--- config.mk ---
export PLATFORM = sky130hd
export DESIGN_NAME = sram_axi_bridge
export DESIGN_NICKNAME = d
export VERILOG_FILES = /design/src/rtl/sram_axi_bridge_pkg.sv /design/src/rtl/sram_axi_bridge_strb_gen.sv /design/src/rtl/sram_axi_bridge.sv
export SDC_FILE = /design/constraint.sdc
export NUM_CORES = 1
export LEC_CHECK = 0
export CAP_MARGIN = 20
export CORE_AREA = 2 2 130 132
export CTS_BUF_LIST = sky130_fd_sc_hd__clkbuf_4 sky130_fd_sc_hd__clkbuf_8
export CTS_CLUSTER_DIAMETER = 60
export CTS_CLUSTER_SIZE = 40
export DETAILED_ROUTE_END_ITERATION = 7
export DIE_AREA = 0 0 132 134
export PLACE_DENSITY = 0.73
export SLEW_MARGIN = 20
export SYNTH_ARGS = -nofsm -noshare
export SYNTH_HDL_FRONTEND = slang
export SYNTH_SLANG_ARGS = --single-unit
--- constraint.sdc ---
create_clock -name clk -period 4.05 [get_ports clk]
set_clock_uncertainty 0.15 [all_clocks]
set_input_delay 0.81 -clock clk [delete_from_list [all_inputs] [get_ports clk]]
set_output_delay 0.81 -clock clk [all_outputs]
set_load 0.005 [all_outputs]
--- src/rtl/sram_axi_bridge_pkg.sv ---
// Shared types and constants for the SRAM-style to AXI3 bridge.
package sram_axi_bridge_pkg;

  typedef enum logic [2:0] {
    S_IDLE,
    S_RD_ADDR,
    S_RD_DATA,
    S_WR_REQ,
    S_WR_RESP,
    S_DONE
  } state_t;

  localparam logic [3:0] INST_ID_DEF = 4'd0;
  localparam logic [3:0] DATA_ID_DEF = 4'd1;

  localparam logic [1:0] SZ_BYTE = 2'd0;
  localparam logic [1:0] SZ_HALF = 2'd1;
  localparam logic [1:0] SZ_WORD = 2'd2;

  // Requester size to AXI AxSIZE; the reserved code 3 is treated as a word.
  function automatic logic [2:0] axi_size(input logic [1:0] sz);
    return (sz == 2'd3) ? 3'd2 : {1'b0, sz};
  endfunction

endpackage

--- src/rtl/sram_axi_bridge_strb_gen.sv ---
// Byte-lane write strobe from transfer size and low address bits.
module sram_axi_bridge_strb_gen
  import sram_axi_bridge_pkg::*;
(
  input  logic [1:0] size,
  input  logic [1:0] addr_lo,
  output logic [3:0] wstrb
);

  always_comb begin
    wstrb = 4'b1111;
    case (size)
      SZ_BYTE: wstrb = 4'b0001 << addr_lo;
      SZ_HALF: wstrb = addr_lo[1] ? 4'b1100 : 4'b0011;
      default: wstrb = 4'b1111;
    endcase
  end

endmodule

--- src/rtl/sram_axi_bridge.sv ---
// Instruction/data request-ack ports to a single-beat, one-outstanding AXI3 master.
module sram_axi_bridge
  import sram_axi_bridge_pkg::*;
#(
  parameter logic [3:0] INST_ID = INST_ID_DEF,
  parameter logic [3:0] DATA_ID = DATA_ID_DEF
) (
  input  logic        clk,
  input  logic        resetn,
  input  logic        inst_req,
  input  logic [1:0]  inst_size,
  input  logic [31:0] inst_addr,
  output logic        inst_addr_ok,
  output logic        inst_data_ok,
  output logic [31:0] inst_rdata,
  input  logic        data_req,
  input  logic        data_wr,
  input  logic [1:0]  data_size,
  input  logic [31:0] data_addr,
  input  logic [31:0] data_wdata,
  output logic        data_addr_ok,
  output logic        data_data_ok,
  output logic [31:0] data_rdata,
  output logic [3:0]  arid,
  output logic [31:0] araddr,
  output logic [2:0]  arsize,
  output logic        arvalid,
  input  logic        arready,
  input  logic [31:0] rdata,
  input  logic [1:0]  rresp,
  input  logic        rlast,
  input  logic        rvalid,
  output logic        rready,
  output logic [3:0]  awid,
  output logic [31:0] awaddr,
  output logic [2:0]  awsize,
  output logic        awvalid,
  input  logic        awready,
  output logic [31:0] wdata,
  output logic [3:0]  wstrb,
  output logic        wlast,
  output logic        wvalid,
  input  logic        wready,
  input  logic [1:0]  bresp,
  input  logic        bvalid,
  output logic        bready
);

  state_t      state_q, state_d;
  logic        owner_q;  // 1 = data port owns the transaction
  logic        wr_q;
  logic [1:0]  size_q;
  logic [31:0] addr_q, wdata_q, rbuf_q;
  logic        aw_done_q, aw_done_d, w_done_q, w_done_d;
  logic        idle, accept;

  assign idle         = (state_q == S_IDLE);
  assign data_addr_ok = idle & data_req;
  assign inst_addr_ok = idle & inst_req & ~data_req;
  assign accept       = data_addr_ok | inst_addr_ok;

  always_comb begin
    state_d   = state_q;
    aw_done_d = aw_done_q;
    w_done_d  = w_done_q;
    case (state_q)
      S_IDLE:    if (accept) state_d = (data_req && data_wr) ? S_WR_REQ : S_RD_ADDR;
      S_RD_ADDR: if (arready) state_d = S_RD_DATA;
      S_RD_DATA: if (rvalid) state_d = S_DONE;
      S_WR_REQ: begin
        aw_done_d = aw_done_q | (awvalid & awready);
        w_done_d  = w_done_q  | (wvalid & wready);
        if (aw_done_d && w_done_d) begin
          state_d   = S_WR_RESP;
          aw_done_d = 1'b0;
          w_done_d  = 1'b0;
        end
      end
      S_WR_RESP: if (bvalid) state_d = S_DONE;
      S_DONE:    state_d = S_IDLE;
      default:   state_d = S_IDLE;
    endcase
  end

  always_ff @(posedge clk or negedge resetn) begin
    if (!resetn) begin
      state_q   <= S_IDLE;
      owner_q   <= 1'b0;
      wr_q      <= 1'b0;
      size_q    <= 2'd0;
      addr_q    <= 32'd0;
      wdata_q   <= 32'd0;
      rbuf_q    <= 32'd0;
      aw_done_q <= 1'b0;
      w_done_q  <= 1'b0;
    end else begin
      state_q   <= state_d;
      aw_done_q <= aw_done_d;
      w_done_q  <= w_done_d;
      if (accept) begin
        owner_q <= data_req;
        wr_q    <= data_req & data_wr;
        size_q  <= data_req ? data_size  : inst_size;
        addr_q  <= data_req ? data_addr  : inst_addr;
        wdata_q <= data_req ? data_wdata : 32'd0;
      end
      if (state_q == S_RD_DATA && rvalid) rbuf_q <= rdata;
    end
  end

  // AXI fields come straight from the latched request, so they stay stable while valid waits.
  assign arid    = owner_q ? DATA_ID : INST_ID;
  assign araddr  = addr_q;
  assign arsize  = axi_size(size_q);
  assign arvalid = (state_q == S_RD_ADDR);
  assign rready  = (state_q == S_RD_DATA);

  assign awid    = DATA_ID;
  assign awaddr  = addr_q;
  assign awsize  = axi_size(size_q);
  assign awvalid = (state_q == S_WR_REQ) & ~aw_done_q;
  assign wdata   = wdata_q;
  assign wvalid  = (state_q == S_WR_REQ) & ~w_done_q;
  assign wlast   = wvalid;
  assign bready  = (state_q == S_WR_RESP);

  sram_axi_bridge_strb_gen u_strb (
    .size    (size_q),
    .addr_lo (addr_q[1:0]),
    .wstrb   (wstrb)
  );

  assign inst_data_ok = (state_q == S_DONE) & ~owner_q;
  assign data_data_ok = (state_q == S_DONE) & owner_q;
  assign inst_rdata   = rbuf_q;
  assign data_rdata   = rbuf_q;

  // Responses are single-beat and errors are not reported upstream.
  logic unused_ok;
  assign unused_ok = ^{rresp, rlast, bresp, wr_q};

endmodule

==> flow_summary.yaml <==
critical_path:
  crit_type: "primary input to output pin"
  crit_path_end_kind: "output pin"
  regToRegSetupSlack_ps: 2020
  crit_arrival_ps: 2060
  required_ps: 3090
  critPathMaxFanout: 3
  start_kind: "primary input"
sta:
  worst_pin_slew_ps: 956
  rsz0062_at_grt: "false"
  period_needed_ps: 3020
  setup_viol: 0
  fin_tns_setup_ps: 0
  hold_viol_final: 0
  slew_headroom: 0.363
  finalCritPeriodShare: 0.745
  slew_viol_final: 0
  max_freq_ghz: 0.332
finish:
  antenna_cells: 0
  final_nets: 780
  drive_gt1_frac: 0.194
  syn2layout_area_growth_pct: 60.2
  fin_util: 0.496
  filler_cell_count: 1442
grt:
  grt_pass1_wl_um: 22400
  grt_pass1_vias: 4120
  antenna_found_initial: 0
  grt_usage: 0.160
  grt_start_max_net_pins: 78
  grt_overflow_total: 0
clock_network:
  post_cts_buffers: 0
  cts_hold_buf: 0
  clk_path_buf_depth: 2
  cts_tree: "yes"
  cts_sinks: 104
  cts_buffers: 9
  cts.clk_slew.worst_paths_ps: 100
  htree_levels: 3
  ctsResizeCount: 0
  worstSkewPairLatency_ps: 370
  cts_root_buf: "clkbuf_8"
synth:
  yosysMostFrequentCell: "dfrtp_1"
  synthTopCellsByArea: "dfrtp_1 (52%), mux2_2 (20%), buf_4 (12%)"
  async_flop_share: 1.00
  synthCells: 385
  synth_common_cells: "dfrtp_1 (104), mux2_2 (89), buf_4 (80), a22o_1 (32), buf_2 (14)"
  ys.flop_type: "dfrtp_1"
  yosys_register_bits: 104
  synth.avg_cell_area_sq_um: 13.1
  yosysSeqAreaShare: 0.516
  yosysWarnings: 0
  synth_area_leader_cell: "dfrtp_1"
  synth_area_sq_um: 5040
  synth_enable_flop_cells: 0
  yosys.area.top_type_share: 0.516
  synth_cell_types: 33
placed_design:
  place.port_buffers: 320
  place_hpwl_um: 11300
  gp_congestion: 0.764
power_and_ir_drop:
  powerDensity_nw_per_um2: 694
  peakVddDrop_mv: 0.329
  p_int_mw: 3.91
  p_seq_frac: 0.351
  switching_share: 0.304
  p_comb_frac: 0.543
  p_clk_frac: 0.106
  p_sw_mw: 1.71
  p_leak_nw: 3.36
route:
  drt_iter0_drc: 96
  drcViolationCount: 0
  wl_per_cell_um: 17.0
  vias_per_cell: 4.52
  ant_nets: 0
  num_vias: 3882
  dr.pass1.iters: 4
  wl_um: 14500
floorplanning:
  initial_core_util: 0.310
  fp-row-count: 47
  ios: 335
  die-height_um: 134
  coreArea_sq_um: 16300
  dieWidth_um: 132
  die_area_sq_um: 17700
status:
  status: "complete, no violations"
worst_hold_path:
  worst_hold_path_type: "flip-flop to flip-flop"
run:
  max_cap_viol_count: 0
-- metrics by stage --
| step | area (sq um) | setup WS [ps] | instances | hold slack (ps) | power (mW) |
|---|---|---|---|---|---|
| after detailed placement | 7910 | 1030 | 842 | 336 | 5.08 |
| after CTS | 8080 | 1020 | 858 | 362 | 5.70 |
| after global routing | 8080 | 902 | 858 | 378 | 5.96 |
| after global placement | 7910 | 1010 | 842 | 332 | 5.00 |
| after floorplan | 5070 | 1810 | 392 | 338 | 3.41 |
| final | 8080 | 1030 | 858 | 358 | 5.61 |
-- registers in the layout (all words and copies together), names as in the netlist --
name and flops:
aw_done_q 1, data_rdata 32, state_q 3, wdata 32
owner_q 1, araddr 32, size_q 2, w_done_q 1
-- placed cells by master, fill, tap and decap left out, types with 3 or more instances in the layout --
cell | Yosys | routed
buf_4 | 80 | 8
nor2_1 | 10 | 10
a21oi_1 | 4 | 4
clkdlybuf4s50_1 | 0 | 318
mux2_4 | 7 | 7
inv_1 | 3 | 3
a21o_1 | 3 | 3
conb_1 | 2 | 9
mux2_2 | 89 | 89
a22o_1 | 32 | 32
clkbuf_8 | 0 | 9
nand2_1 | 3 | 3
nand2b_1 | 3 | 3
dfrtp_1 | 104 | 104
mux2i_1 | 3 | 3
nor2b_1 | 4 | 4
-- per-layer routing --
metal  vias up  global-route usage  part of all wire
met5         -                   0                 0
met4         0              0.0519             0.018
met3        18              0.0469             0.078
met2       209               0.294              0.52
met1      1899               0.177              0.38
li1       1756                   -                 -
-- power groups by stage --
stage / logic (mW) / registers [mW] / clock network [mW]
final: 3.05 / 1.97 / 0.594
after global routing: 3.24 / 2.05 / 0.670
after CTS: 3.10 / 1.98 / 0.624
after detailed placement: 3.09 / 1.99 / 0
after global placement: 3.04 / 1.96 / 0
after floorplan: 1.48 / 1.93 / 0
-- cell type report --
class                      instances  area (sq um)  share of cell area
inverter                           3          11.3             0.00139
multi-input combinational        188          1770               0.219
timing repair buffer             327          3250               0.402
clock inverter                     5          33.8             0.00418
sequential                       104          2600               0.322
clock buffer                      11           139              0.0172
tap                              220           275              0.0341
-- worst paths after layout --
| check | start | to | cells after the start |
|---|---|---|---|
| min in group asynchronous | resetn | araddr[13] | 1 |
| min | wdata[9] | wdata[9] | 1 |
| min reg2reg | wdata[9] | wdata[9] | 1 |
| max | inst_req | inst_addr_ok | 4 |
| max in group asynchronous | resetn | araddr[28] | 2 |
| max reg2reg | state_q[0] | araddr[4] | 4 |
-- critical path: stages --
cell             delay [ps]
clkdlybuf4s50_1         550
nand2_1                 100
nor2_1                  100
clkdlybuf4s50_1         500
-- kinds of logic (layout without fill, tap and decap cells) --
| group | Yosys count | after routing | synth area share |
|---|---|---|---|
| AOI/OAI and AO/OA | 51 | 51 | 0.0816 |
| buffers and inverters | 100 | 346 | 0.140 |
| DFF | 104 | 104 | 0.516 |
| muxes | 101 | 101 | 0.230 |
| other | 2 | 9 | 0.00149 |
| and+or+nand+nor | 27 | 27 | 0.0308 |
Note: power is estimated with default switching activity, not from simulation.
==> edit 1: new RTL, config.mk and constraints unchanged <==
Encoding of `state_t`: now one-hot (6 bits for 6 states).
--- a/src/rtl/sram_axi_bridge_pkg.sv
+++ b/src/rtl/sram_axi_bridge_pkg.sv
@@ -1,13 +1,13 @@
 // Shared types and constants for the SRAM-style to AXI3 bridge.
 package sram_axi_bridge_pkg;
 
-  typedef enum logic [2:0] {
-    S_IDLE,
-    S_RD_ADDR,
-    S_RD_DATA,
-    S_WR_REQ,
-    S_WR_RESP,
-    S_DONE
+  typedef enum logic [5:0] {
+    S_IDLE    = 6'b000001,
+    S_RD_ADDR = 6'b000010,
+    S_RD_DATA = 6'b000100,
+    S_WR_REQ  = 6'b001000,
+    S_WR_RESP = 6'b010000,
+    S_DONE    = 6'b100000
   } state_t;
 
   localparam logic [3:0] INST_ID_DEF = 4'd0;
Formal check against the unedited RTL: no difference found for any inputs over 10 cycles, from zero or initial values and one cycle with resetn low; not proved beyond that.
==> edit 1 against the original RTL <==
Synthesized area rose by 2.9%; sequential cell count is 3 higher; wire length increased by 1.8%; total power shrank 1.5%; largest cell class unchanged; worst setup slack lost 400 ps; cell area is 1.8% higher; sequential power barely moved; register-to-register slack worse by 580 ps; synthesized cell count grew 14%.
==> edit 1: results (changes against the original RTL) <==
* Initial drt markers at 138 (was 96)
* Fin nets at 826 (was 780)
* Pin count of the biggest net entering global routing at 82 (was 78)
* Wire per inst at 16.4 um (was 17.0 um)
* Critical-path maximum fanout at 7 (was 3)
* GRT Total Usage at 16.1% (was 16.0%)
* # resized after CTS at 0 (unchanged)
* Routability cong. at 0.779 (was 0.764)
* Clk network pwr share at 11.6% (was 10.6%)
* Layout cells sized above 1 at 8.63% (was 19.4%)
* Dpl ws at 967 ps (was 1030 ps)
* Worst-Margin Slew at 1040 ps (was 956 ps)
* First-pass GRT wire length at 22.6 mm (was 22.4 mm)
* Worst Hold Class: input port to async pin (was flop to flop)
* Sequential power share at 35.6% (was 35.1%)
* Yosys warns at 0 (unchanged)
* Delay-heaviest family, CP: simple AND/OR/NAND/NOR gates (was buffers and inverters)
* NetSw at 1810 uW (was 1710 uW)
* Largest cells by area after synthesis: dfrtp_1 (51%), buf_4 (12%), mux2_4 (8.7%) (was dfrtp_1 (52%), mux2_2 (20%), buf_4 (12%))
* Post-synthesis sequential area ratio at 51.6% (about the same)
* HPWL Detailed at 11.4 mm (was 11.3 mm)
* Clock-pin transition on the worst setup and hold timing paths at 100 ps (about the same)
* Clock root buffer: clkbuf_8 (unchanged)
* DR vias at 4127 (was 3882)
* Clock buffer depth at 2 (unchanged)
* CP max stage cell: clkdlybuf4s50_1 (unchanged)
* Vias in the first global route at 4269 (was 4120)
* First-pass DRT Iterations at 4 (unchanged)
* Setup bufs post-CTS at 0 (unchanged)
* Leak pwr at 0.00366 uW (was 0.00336 uW)
* Yosys cell types at 42 (was 33)
* Initial antenna violation count at 1 (was 0)
* Port bufs at 320 (unchanged)
* Fillcell total at 1437 (was 1442)
* Critical Path Max Stage Delay at 570 ps (was 550 ps)
* Hold buffers post-CTS at 0 (unchanged)
* Worst-Skew Late Latency at 370 ps (about the same)
* Async set or reset register ratio after synthesis at 100% (unchanged)
* Most frequent cells after synthesis: dfrtp_1 (106), buf_4 (80), nand2_1 (38) (was dfrtp_1 (104), mux2_2 (89), buf_4 (80))
* Num CTS Buffers at 9 (unchanged)
* H-tree Lvls at 3 (unchanged)
* VDD IR max at 0.293 mV (was 0.329 mV)
* Outcome: finished clean (unchanged)
-- edit 1: cells by family (layout without fill, tap and decap cells) --
kind of cell / Yosys count / in the layout / synth area share [%]
buffers and inverters: 108 / 346 / 14.1
AO/OA/AOI/OAI: 86 / 86 / 11.4
other: 2 / 10 / 0.145
multiplexers: 67 / 67 / 15.9
XOR/XNOR: 1 / 1 / 0.169
AND/OR/NAND/NOR: 68 / 68 / 6.65
flip-flops: 107 / 107 / 51.6
-- edit 1: path summary, 6_finish.rpt --
kind,slack (ps),depth (start not counted),endpoint,from
worst max-delay path,630,4,data_addr_ok,state_q[4]
worst min-delay path,280,1,data_rdata[26],resetn
worst max register to register,1440,4,data_rdata[31],state_q[4]
worst min register to register,360,1,wdata[22],wdata[22]
max in group asynchronous,2540,2,wdata[22],resetn
min in group clk,360,1,wdata[22],wdata[22]
-- edit 1: area by class of cell --
| class | count | area (um2) | share of cell area [%] |
|---|---|---|---|
| timing repair buffer | 324 | 3240 | 39.4 |
| sequential | 107 | 2680 | 32.6 |
| multi-input combinational | 231 | 1820 | 22.2 |
| tap | 220 | 275 | 3.34 |
| clock buffer | 10 | 131 | 1.60 |
| clock inverter | 6 | 53.8 | 0.654 |
| inverter | 6 | 22.5 | 0.274 |
| antenna | 1 | 2.50 | 0.0304 |
-- edit 1: through the flow --
step / area, um2 / power [uW] / std cells
after floorplan: 5220 / 3360 / 446
after global placement: 8040 / 4850 / 888
after detailed placement: 8040 / 4930 / 888
after CTS: 8220 / 5610 / 904
after global routing: 8230 / 5880 / 905
final: 8230 / 5530 / 905
-- edit 1: per-layer routing --
layer / global-route usage (%) / vias to the layer above / part of all wire, %
li1: - / 1918 / -
met1: 18.4 / 1983 / 38
met2: 28.7 / 199 / 52
met3: 4.35 / 27 / 7.4
met4: 6.76 / 0 / 2.7
met5: 0 / - / 0
==> edit 2: new RTL, same flow settings <==
Without the edit above. Reset style: synchronous (`resetn`), changed in one clocked block.
--- a/src/rtl/sram_axi_bridge.sv
+++ b/src/rtl/sram_axi_bridge.sv
@@ -82,7 +82,7 @@
     endcase
   end
 
-  always_ff @(posedge clk or negedge resetn) begin
+  always_ff @(posedge clk) begin
     if (!resetn) begin
       state_q   <= S_IDLE;
       owner_q   <= 1'b0;
Check against the original RTL: differs if resetn is asserted again (counterexample within 4 cycles, from zero or initial values and one cycle with resetn low); with resetn held inactive, the same outputs for 10 cycles.
==> edit 2 against the original RTL <==
Wire length is 6.2% higher; cell area is 1.0% lower; sequential cell count stayed put; total power is 27% lower; maximum frequency is 0.84% lower; count of clock-buffer cells in the layout is 1 lower; die area stayed put; synthesized area is 1.2% higher; worst setup slack worse by 26 ps.
==> edit 2: results (changes against the original RTL) <==
* Port bufs at 320 (unchanged)
* Most frequent cells after synthesis: dfxtp_1 (104), nand2_1 (99), buf_4 (87) (was dfrtp_1 (104), mux2_2 (89), buf_4 (80))
* Layout cells sized above 1 at 8.28% (was 19.4%)
* Outcome: finished clean (unchanged)
* Largest cells by area after synthesis: dfxtp_1 (41%), buf_4 (13%), nand2_1 (7.3%) (was dfrtp_1 (52%), mux2_2 (20%), buf_4 (12%))
* Origin of the critical flop-to-flop path: state_q[2] (was state_q[0])
* DR vias at 4467 (was 3882)
* Hold path endpoint: data_rdata[9] (was wdata[9])
* First-pass DRT Iterations at 4 (unchanged)
* Hold path cells at 2 (was 1)
* Avg Cell Area, Syn at 9.46 um2 (was 13.1 um2)
* Max_slew headroom at 47.3% (was 36.3%)
* Worst-Skew Late Latency at 370 ps (about the same)
* Post-synthesis sequential area ratio at 40.8% (was 51.6%)
* R2R depth at 5 (was 4)
* Yosys cell types at 40 (was 33)
* Dpl cells at 977 (was 842)
* Critical-path maximum fanout at 4 (was 3)
* Wire per inst at 15.6 um (was 17.0 um)
* Vias in the first global route at 4297 (was 4120)
* Internal power at 2710 uW (was 3910 uW)
* Fillcell total at 1526 (was 1442)
* HPWL Detailed at 11.5 mm (was 11.3 mm)
* GRT Total Usage at 16.7% (was 16.0%)
* First-pass GRT wire length at 23.2 mm (was 22.4 mm)
* Worst reg2reg setup slack at 1780 ps (was 2020 ps)
* Initial drt markers at 131 (was 96)
* Total grt overflow at 0 (unchanged)
* Routability cong. at 0.741 (was 0.764)
* # resized after CTS at 0 (unchanged)
* Critical Path AT at 2080 ps (was 2060 ps)
* Ant. Diodes at 0 (unchanged)
* Fin nets at 915 (was 780)
* Worst hold start: data_rdata[9] (was wdata[9])
* Pin count of the biggest net entering global routing at 55 (was 78)
* Clock-pin transition on the worst setup and hold timing paths at 100 ps (about the same)
* VDD IR max at 0.291 mV (was 0.329 mV)
* Worst reg2reg path endpoint: araddr[30] (was araddr[4])
* Post-Layout Cell Count at 993 (was 858)
* Async set or reset register ratio after synthesis at 0% (was 100%)
* Leak pwr at 0.00319 uW (was 0.00336 uW)
* Post-synth top area share at 40.8% (was 51.6%)
-- edit 2: how the worst max path moves through the flow --
stage                   endpoint  slack (ps)  cells past startpoint
global route              bready         900                      3
global placement    inst_addr_ok        1030                      4
floorplan           inst_addr_ok        1790                      3
finish              inst_addr_ok        1010                      4
CTS                 inst_addr_ok        1000                      4
detailed placement  inst_addr_ok        1000                      4
-- edit 2: power groups by stage --
| stage | Combinational, uW | Clock, uW | Sequential (uW) |
|---|---|---|---|
| 3_3_place_gp | 1960 | 0 | 1550 |
| 5_1_grt | 2110 | 679 | 1560 |
| 4_1_cts | 1990 | 653 | 1530 |
| 3_5_place_dp | 1970 | 0 | 1550 |
| 6_report | 1950 | 614 | 1520 |
| 2_1_floorplan | 1090 | 0 | 1490 |
-- edit 2: stage by stage --
step	total power (uW)	hold slack (ps)	area, um2	setup WS [ps]	util [%]
2_1_floorplan	2580	323	5130	1790	-
5_1_grt	4350	353	8000	905	49.1
6_report	4090	331	8000	1010	49.1
4_1_cts	4170	337	8000	998	49.1
3_5_place_dp	3520	321	7830	999	48.0
3_3_place_gp	3500	315	7830	1030	48.0
-- edit 2: cell type report --
class                      count  area share (%)
inverter                       4           0.188
clock buffer                  10            1.64
tap                          220            3.44
multi-input combinational    322            27.6
sequential                   104            26.0
clock inverter                 6           0.532
timing repair buffer         327            40.6
-- edit 2: kinds of logic (layout without fill, tap and decap cells) --
logic type	count (synthesis)	in the layout	share of synthesized area [%]
AND/OR/NAND/NOR	162	162	15.1
flip-flops	104	104	40.8
other	2	9	0.147
AO/OA/AOI/OAI	117	117	20.7
multiplexers	34	34	6.66
buffers and inverters	121	347	16.6
-- edit 2: critical path: cells and delay by family --
family,cells,cell delay [ps]
buffers and inverters,2,1080
AND/OR/NAND/NOR,2,200
-- edit 2: routing by layer --
metal  global-route usage, %  wire length [um]  vias up
met3                    5.06              1210       15
li1                        -                 -     2198
met5                       0                 0        -
met4                    6.16               250        0
met2                    29.9              7720      207
met1                    18.7              6260     2047
